**src/rtl/regfile_scan_ctrl_if.sv**
```systemverilog
// -----------------------------------------------------------------------------
// regfile_scan_ctrl_if
//
// Purpose: valid/ready stream that carries register-file words out of the
// scan controller. One word is transferred on every rising clock edge where
// scan_valid and scan_ready are both high.
//
// Signals:
//   scan_valid  producer -> consumer  word available
//   scan_ready  consumer -> producer  consumer accepts word
//   scan_data   producer -> consumer  32-bit register value
//   scan_index  producer -> consumer  register number of scan_data
//   scan_last   producer -> consumer  high with the final word of a scan
//
// Modports: master = scan controller (producer), slave = consumer.
// -----------------------------------------------------------------------------
interface regfile_scan_ctrl_if;
  logic        scan_valid;
  logic        scan_ready;
  logic [31:0] scan_data;
  logic [4:0]  scan_index;
  logic        scan_last;

  modport master (
    output scan_valid,
    output scan_data,
    output scan_index,
    output scan_last,
    input  scan_ready
  );

  modport slave (
    input  scan_valid,
    input  scan_data,
    input  scan_index,
    input  scan_last,
    output scan_ready
  );
endinterface

```
**src/rtl/regfile_scan_ctrl.sv**
```systemverilog
// -----------------------------------------------------------------------------
// regfile_scan_ctrl
//
// Purpose: post-run register-file scan controller for on-board debug. On a
// start request it halts the processor, waits DRAIN_CYCLES for in-flight work
// to settle, then takes over regfile read port A, blocks regfile writes and
// streams registers 0..NUM_REGS-1 out over a valid/ready stream.
//
// Parameters:
//   NUM_REGS      number of registers scanned (2..32)
//   DRAIN_CYCLES  cycles the processor is held before the scan (1..15)
//
// Compile-time option:
//   SCAN_CHECKSUM_EN  when defined, checksum accumulates the sum (mod 2^32) of
//                     every word handed over on the stream; when undefined,
//                     checksum is tied to zero and no adder exists.
//
// Ports:
//   clock, reset      single clock, synchronous active-high reset
//   start             scan request, only looked at while idle
//   cpu_rs1, cpu_rwe  processor read-A address / write enable
//   rs1_out, rwe_out  to regfile: pass-through while idle, scan-owned otherwise
//   reg_a             regfile read-A data (combinational read of rs1_out)
//   cpu_halt          registered processor clock-enable kill
//   scan              valid/ready word stream (master side)
//   busy              high whenever the controller is not idle
//   done              one-cycle pulse after the final word is accepted
//   checksum          sum of emitted words (see SCAN_CHECKSUM_EN)
// -----------------------------------------------------------------------------
module regfile_scan_ctrl #(
  parameter int NUM_REGS     = 32,
  parameter int DRAIN_CYCLES = 4
) (
  input  logic                       clock,
  input  logic                       reset,
  input  logic                       start,
  input  logic [4:0]                 cpu_rs1,
  input  logic                       cpu_rwe,
  output logic [4:0]                 rs1_out,
  output logic                       rwe_out,
  input  logic [31:0]                reg_a,
  output logic                       cpu_halt,
  regfile_scan_ctrl_if.master        scan,
  output logic                       busy,
  output logic                       done,
  output logic [31:0]                checksum
);

  typedef enum logic [2:0] {
    S_IDLE  = 3'd0,
    S_DRAIN = 3'd1,
    S_FETCH = 3'd2,
    S_SEND  = 3'd3,
    S_DONE  = 3'd4
  } state_t;

  localparam logic [4:0] LAST_IDX   = 5'(NUM_REGS - 1);
  localparam logic [3:0] DRAIN_LOAD = 4'(DRAIN_CYCLES - 1);

  state_t      state_q, state_d;
  logic [3:0]  drain_cnt_q, drain_cnt_d;
  logic [4:0]  idx_q, idx_d;
  logic [31:0] data_q, data_d;
  logic [4:0]  sidx_q, sidx_d;
  logic        last_q, last_d;
  logic        halt_q, halt_d;
  logic        handshake;

  assign handshake = (state_q == S_SEND) && scan.scan_ready;

  // ---------------------------------------------------------------------------
  // Next-state and output logic
  // ---------------------------------------------------------------------------
  always_comb begin
    state_d         = state_q;
    drain_cnt_d     = drain_cnt_q;
    idx_d           = idx_q;
    data_d          = data_q;
    sidx_d          = sidx_q;
    last_d          = last_q;
    // Outside IDLE the controller owns read port A and writes are blocked.
    rs1_out         = idx_q;
    rwe_out         = 1'b0;
    busy            = 1'b1;
    done            = 1'b0;
    scan.scan_valid = 1'b0;

    case (state_q)
      S_IDLE: begin
        rs1_out = cpu_rs1;
        rwe_out = cpu_rwe;
        busy    = 1'b0;
        if (start) begin
          state_d     = S_DRAIN;
          drain_cnt_d = DRAIN_LOAD;
          idx_d       = 5'd0;
        end
      end

      S_DRAIN: begin
        if (drain_cnt_q == 4'd0) begin
          state_d = S_FETCH;
        end else begin
          drain_cnt_d = drain_cnt_q - 4'd1;
        end
      end

      // rs1_out already presents idx_q, so reg_a holds that register's value.
      S_FETCH: begin
        data_d  = reg_a;
        sidx_d  = idx_q;
        last_d  = (idx_q == LAST_IDX);
        state_d = S_SEND;
      end

      // Word registers are untouched here, so they stay stable while stalled.
      S_SEND: begin
        scan.scan_valid = 1'b1;
        if (handshake) begin
          if (idx_q == LAST_IDX) begin
            state_d = S_DONE;
          end else begin
            idx_d   = idx_q + 5'd1;
            state_d = S_FETCH;
          end
        end
      end

      S_DONE: begin
        done    = 1'b1;
        state_d = S_IDLE;
      end

      default: begin
        state_d = S_IDLE;
      end
    endcase

    // Halt follows the next state so it rises right after start is accepted
    // and falls on the edge that leaves DONE.
    halt_d = (state_d != S_IDLE);
  end

  // ---------------------------------------------------------------------------
  // State registers
  // ---------------------------------------------------------------------------
  always_ff @(posedge clock) begin
    if (reset) begin
      state_q     <= S_IDLE;
      drain_cnt_q <= 4'd0;
      idx_q       <= 5'd0;
      data_q      <= 32'd0;
      sidx_q      <= 5'd0;
      last_q      <= 1'b0;
      halt_q      <= 1'b0;
    end else begin
      state_q     <= state_d;
      drain_cnt_q <= drain_cnt_d;
      idx_q       <= idx_d;
      data_q      <= data_d;
      sidx_q      <= sidx_d;
      last_q      <= last_d;
      halt_q      <= halt_d;
    end
  end

  assign cpu_halt        = halt_q;
  assign scan.scan_data  = data_q;
  assign scan.scan_index = sidx_q;
  assign scan.scan_last  = last_q;

  // ---------------------------------------------------------------------------
  // Optional running checksum of accepted words
  // ---------------------------------------------------------------------------
`ifdef SCAN_CHECKSUM_EN
  logic [31:0] sum_q, sum_d;

  always_comb begin
    sum_d = sum_q;
    if ((state_q == S_IDLE) && start) begin
      sum_d = 32'd0;
    end else if (handshake) begin
      sum_d = sum_q + data_q;
    end
  end

  always_ff @(posedge clock) begin
    if (reset) begin
      sum_q <= 32'd0;
    end else begin
      sum_q <= sum_d;
    end
  end

  assign checksum = sum_q;
`else
  assign checksum = 32'd0;
`endif

endmodule

```
**src/flat_wrapper.sv**
```systemverilog
// flat-port wrapper written by rule: the top's interface ports become plain ports
module regfile_scan_ctrl_flat 
#(
  parameter int NUM_REGS     = 32,
  parameter int DRAIN_CYCLES = 4
)
  (clock, reset, start, cpu_rs1, cpu_rwe, rs1_out, rwe_out, reg_a, cpu_halt, busy, done, checksum, scan_scan_valid, scan_scan_data, scan_scan_index, scan_scan_last, scan_scan_ready);
  regfile_scan_ctrl_if scan_i ();
  input  logic clock;
  input  logic reset;
  input  logic start;
  input  logic [4:0] cpu_rs1;
  input  logic cpu_rwe;
  output logic [4:0] rs1_out;
  output logic rwe_out;
  input  logic [31:0] reg_a;
  output logic cpu_halt;
  output logic busy;
  output logic done;
  output logic [31:0] checksum;
  output wire logic [$bits(scan_i.scan_valid)-1:0] scan_scan_valid;
  output wire logic [$bits(scan_i.scan_data)-1:0] scan_scan_data;
  output wire logic [$bits(scan_i.scan_index)-1:0] scan_scan_index;
  output wire logic [$bits(scan_i.scan_last)-1:0] scan_scan_last;
  input wire logic [$bits(scan_i.scan_ready)-1:0] scan_scan_ready;
  assign scan_scan_valid = scan_i.scan_valid;
  assign scan_scan_data = scan_i.scan_data;
  assign scan_scan_index = scan_i.scan_index;
  assign scan_scan_last = scan_i.scan_last;
  assign scan_i.scan_ready = scan_scan_ready;
  regfile_scan_ctrl #(.NUM_REGS(NUM_REGS), .DRAIN_CYCLES(DRAIN_CYCLES)) u_core (.clock(clock), .reset(reset), .start(start), .cpu_rs1(cpu_rs1), .cpu_rwe(cpu_rwe), .rs1_out(rs1_out), .rwe_out(rwe_out), .reg_a(reg_a), .cpu_halt(cpu_halt), .scan(scan_i), .busy(busy), .done(done), .checksum(checksum));
endmodule
```
**config.mk**
```make
export PLATFORM = sky130hd
export DESIGN_NAME = regfile_scan_ctrl_flat
export DESIGN_NICKNAME = d
export VERILOG_FILES = /design/src/rtl/regfile_scan_ctrl_if.sv /design/src/rtl/regfile_scan_ctrl.sv /design/src/flat_wrapper.sv
export SDC_FILE = /design/constraint.sdc
export NUM_CORES = 1
export LEC_CHECK = 0
export CAP_MARGIN = 40
export CORE_ASPECT_RATIO = 1.75
export CORE_MARGIN = 2
export CORE_UTILIZATION = 25
export CTS_CLUSTER_DIAMETER = 60
export DETAILED_ROUTE_END_ITERATION = 6
export DONT_BUFFER_PORTS = 1
export HOLD_SLACK_MARGIN = 0.05
export PLACE_DENSITY = 0.46
export RECOVER_POWER = 50
export SYNTH_ARGS = -nofsm -noshare
export SYNTH_HDL_FRONTEND = slang
export SYNTH_SLANG_ARGS = --single-unit
```
**constraint.sdc**
```tcl
create_clock -name clock -period 2.4 [get_ports clock]
set_input_delay 0.12 -clock clock [delete_from_list [all_inputs] [get_ports clock]]
set_output_delay 0.12 -clock clock [all_outputs]
set_load 0.005 [all_outputs]
```
==> summary.txt <==
Status
  • Status: finished clean

Synthesis
  • FF+latch count, synth: 51
  • Cell count after synthesis: 289
  • Post-synth EDFFs: 0
  • Synth top area share: 43.8%
  • Synth unique cells: 35
  • Main synth FF type: dfxtp_1
  • Main area contributors after synthesis: dfxtp_1 44%, nand2_1 13%, buf_4 10%
  • Mean Syn Cell Area: 8.07 um2
  • Dominant cell type by area after synthesis: dfxtp_1
  • Post-Syn Area: around 0.0023 mm2
  • Yosys Warn Count: 0
  • Async set-reset flop share out of synthesis: 0%
  • Seq/Total Area, Yosys: 43.8%

STA
  • Crit path time final: roughly 2100 ps
  • Unrepaired setup endpoints after global routing: false
  • Final-report setup violation count: 0
  • Slew @ Worst Pin: 557 ps
  • Max Freq: just under 500 MHz
  • Setup TNS: 0 ps
  • Min Hold Slack: 107 ps
  • Max-slew violations: 0
  • Crit share post-route: between 80% and 90%
  • Worst slew margin: 62.8%
  • Fin. Hold Viols: 0
  • Fin Clk Skew: ~7.4 ps

CTS
  • Cts bufs inserted: 5
  • Setup bufs post-CTS: 0
  • H-tree levels: 2
  • Clk Latency, worst-skew pair: 290 ps
  • Clock Root Buffer: clkbuf_16
  • Clock-pin slew on the worst setup and hold paths: 70 ps
  • CTS tree: yes
  • # clock sinks: ~50
  • CTS Buffer Depth: 2

Setup path
  • Critical Path Max Stage Delay: 670 ps
  • Delay-heaviest family, CP: flip-flops
  • Worst setup SP type: register
  • Crit path from: u_core.state_q[0]
  • Critical path cell sequence: or3b_4 -> nand2_1 -> a21oi_1 -> dlygate4sd3_1
  • Buf/Inv on CP: 1
  • Crit Path Class: reg2reg
  • Element type at the critical path end: register
  • Reg2reg start: u_core.state_q[0]
  • Worst path arrival time: 2290 ps
  • CP required: 2630 ps
  • CP max FO: 38
  • Critical Path Slowest Stage Cell: dfxtp_1

Layout
  • Final #Nets: ~360
  • Syn-to-layout area delta: 22.3%
  • Layout cells sized above 1: 6.90%
  • N_diodes: 0

Min path
  • Worst min path class: in2reg
  • Hold_sp: start

Job
  • Max-cap violations: 0

Floorplanning
  • FP Rows: 46
  • Core box area: just over 0.009 mm2
  • Initial Utilization: 25.6%
  • Ports: 122
  • Total die area: roughly 0.010 mm2
  • Chip width: 77.0 um
  • Die Y-Extent: 132 um

Pwr
  • NetSw: 0.000536 W
  • Net Sw Frac: 26.4%
  • Pwr dens: approximately 710 mW/mm2
  • Logic pwr share: 16.5%
  • Max VDD drop: 0.317 mV
  • Clk pwr share: 36.8%
  • Reg power frac: approximately 47%
  • Leak Pwr: 1.06 nW
  • Int Power: 0.00149 W

Detailed routing
  • Initial drt markers: 32
  • Routed len/inst: 13.4 um
  • DRT antenna net count: 0
  • Vias after detailed routing: 1906
  • DRT Pass-1 Iters: 4
  • DRC viols: 0
  • Final WL: 5.86 mm
  • Vias/cell: roughly 4.3

GRT
  • Global route overflow: 0
  • Pin count of the biggest net entering global routing: 46
  • First-pass GRT wire length: 9.43 mm
  • Global Route Usage Sum: 11.6%
  • Vias in the first global route: roughly 1800
  • Initial antenna violation count: 0

Placed design
  • IO buf count: 0
  • HPWL after detailed placement: between 3 and 4 mm
  • RePlAce Congestion: 0.759
==> registers in the layout (all words and copies together), names as in the netlist <==
register                flops
u_core.scan.scan_last       1
u_core.scan.scan_data      32
u_core.state_q              3
u_core.drain_cnt_q          4
u_core.scan.scan_index      5
u_core.idx_q                5
u_core.cpu_halt             1
==> metal layers <==
layer	routed length [um]	share of wire, %	up-vias	track usage [%]
met5	0	0	-	0
met4	209	3.6	0	6.25
met3	388	6.6	13	3.36
met2	3060	52	87	21.2
met1	2200	38	851	11.7
li1	-	-	955	-
==> cell usage after synthesis (3+ instances only) <==
master	number
nand2_1	82
dfxtp_1	51
a21oi_1	43
buf_4	32
clkbuf_1	9
inv_1	5
mux2_2	5
nand3_1	5
buf_1	4
buf_2	4
ha_1	4
mux2i_1	4
a211oi_1	3
nand2b_1	3
nor2_1	3
nor3b_1	3
or3_1	3
==> layout by cell type, fill, tap and decap left out, types with 2 or more instances in the layout <==
cell type / Yosys / layout
conb_1: 1 / 32
dlygate4sd3_1: 0 / 34
nand4_1: 2 / 2
o21ai_0: 2 / 2
a21oi_1: 43 / 43
ha_1: 4 / 4
nor2_1: 3 / 3
clkbuf_16: 0 / 5
nand3_1: 5 / 5
mux2_2: 5 / 5
inv_1: 5 / 5
buf_4: 32 / 4
nor3_1: 2 / 2
or3b_1: 2 / 2
or3_1: 3 / 3
nor4b_1: 2 / 2
nor3b_1: 3 / 2
a211oi_1: 3 / 3
nand4b_1: 2 / 2
nand2b_1: 3 / 3
and2_1: 2 / 2
mux2i_1: 4 / 4
clkbuf_8: 0 / 2
dfxtp_1: 51 / 51
nand2_1: 82 / 82
==> path summary, 6_finish.rpt <==
path / depth (start not counted) / slack, ps / to
hold / removal: 3 / 110 / u_core.state_q[0]
setup reg to reg: 4 / 350 / u_core.scan.scan_data[26]
setup / recovery: 4 / 350 / u_core.scan.scan_data[26]
hold reg to reg: 2 / 480 / u_core.scan.scan_data[0]
==> power groups by stage <==
stage / clock (W) / combinational (W) / sequential [W]
2_1_floorplan: 0 / 0.000275 / 0.000947
6_report: 0.000747 / 0.000334 / 0.000947
4_1_cts: 0.000795 / 0.000342 / 0.000947
5_1_grt: 0.000820 / 0.000382 / 0.000954
3_3_place_gp: 0 / 0.000280 / 0.000966
3_5_place_dp: 0 / 0.000281 / 0.000967
==> worst register-to-register path: stages, from the launching register on <==
cell and delay [ps]:
dfxtp_1 670, or3b_4 530, nand2_1 110, a21oi_1 140, dlygate4sd3_1 550
==> stage by stage <==
stage               util, %  power, W  area [um2]  setup slack (ps)  instances
floorplan                 -   0.00122        2450               707        320
global placement       25.6   0.00125        2330               596        396
detailed placement     25.6   0.00125        2330               523        396
CTS                    31.4   0.00208        2850              65.0        439
global route           31.4   0.00216        2850               134        439
finish                 31.4   0.00203        2850               347        439
==> cell families after synthesis <==
kind of cell | synth area share, %
buf+inv | 14.1
mux | 4.13
fa+ha+maj | 2.15
compound gates | 12.5
flops | 43.8
other cells | 0.161
simple gates | 23.2
==> cell type report <==
| type | count | area (um2) |
|---|---|---|
| clock buffer | 7 | 153 |
| clock inverter | 1 | 7.51 |
| fill | 995 | 6240 |
| inverter | 5 | 18.8 |
| multi-input combinational | 215 | 1110 |
| sequential | 51 | 1020 |
| tap | 120 | 150 |
| timing repair buffer | 40 | 394 |
==> repair_timing <==
| action | 4_1_cts | 5_1_grt |
|---|---|---|
| hold buffers | 35 | 0 |
| endpoints found under the setup margin | 0 | 1 |
| endpoints found under the hold margin | 46 | 0 |
| gates resized for setup | 0 | 1 |
Power figures use the tool's default switching activity.
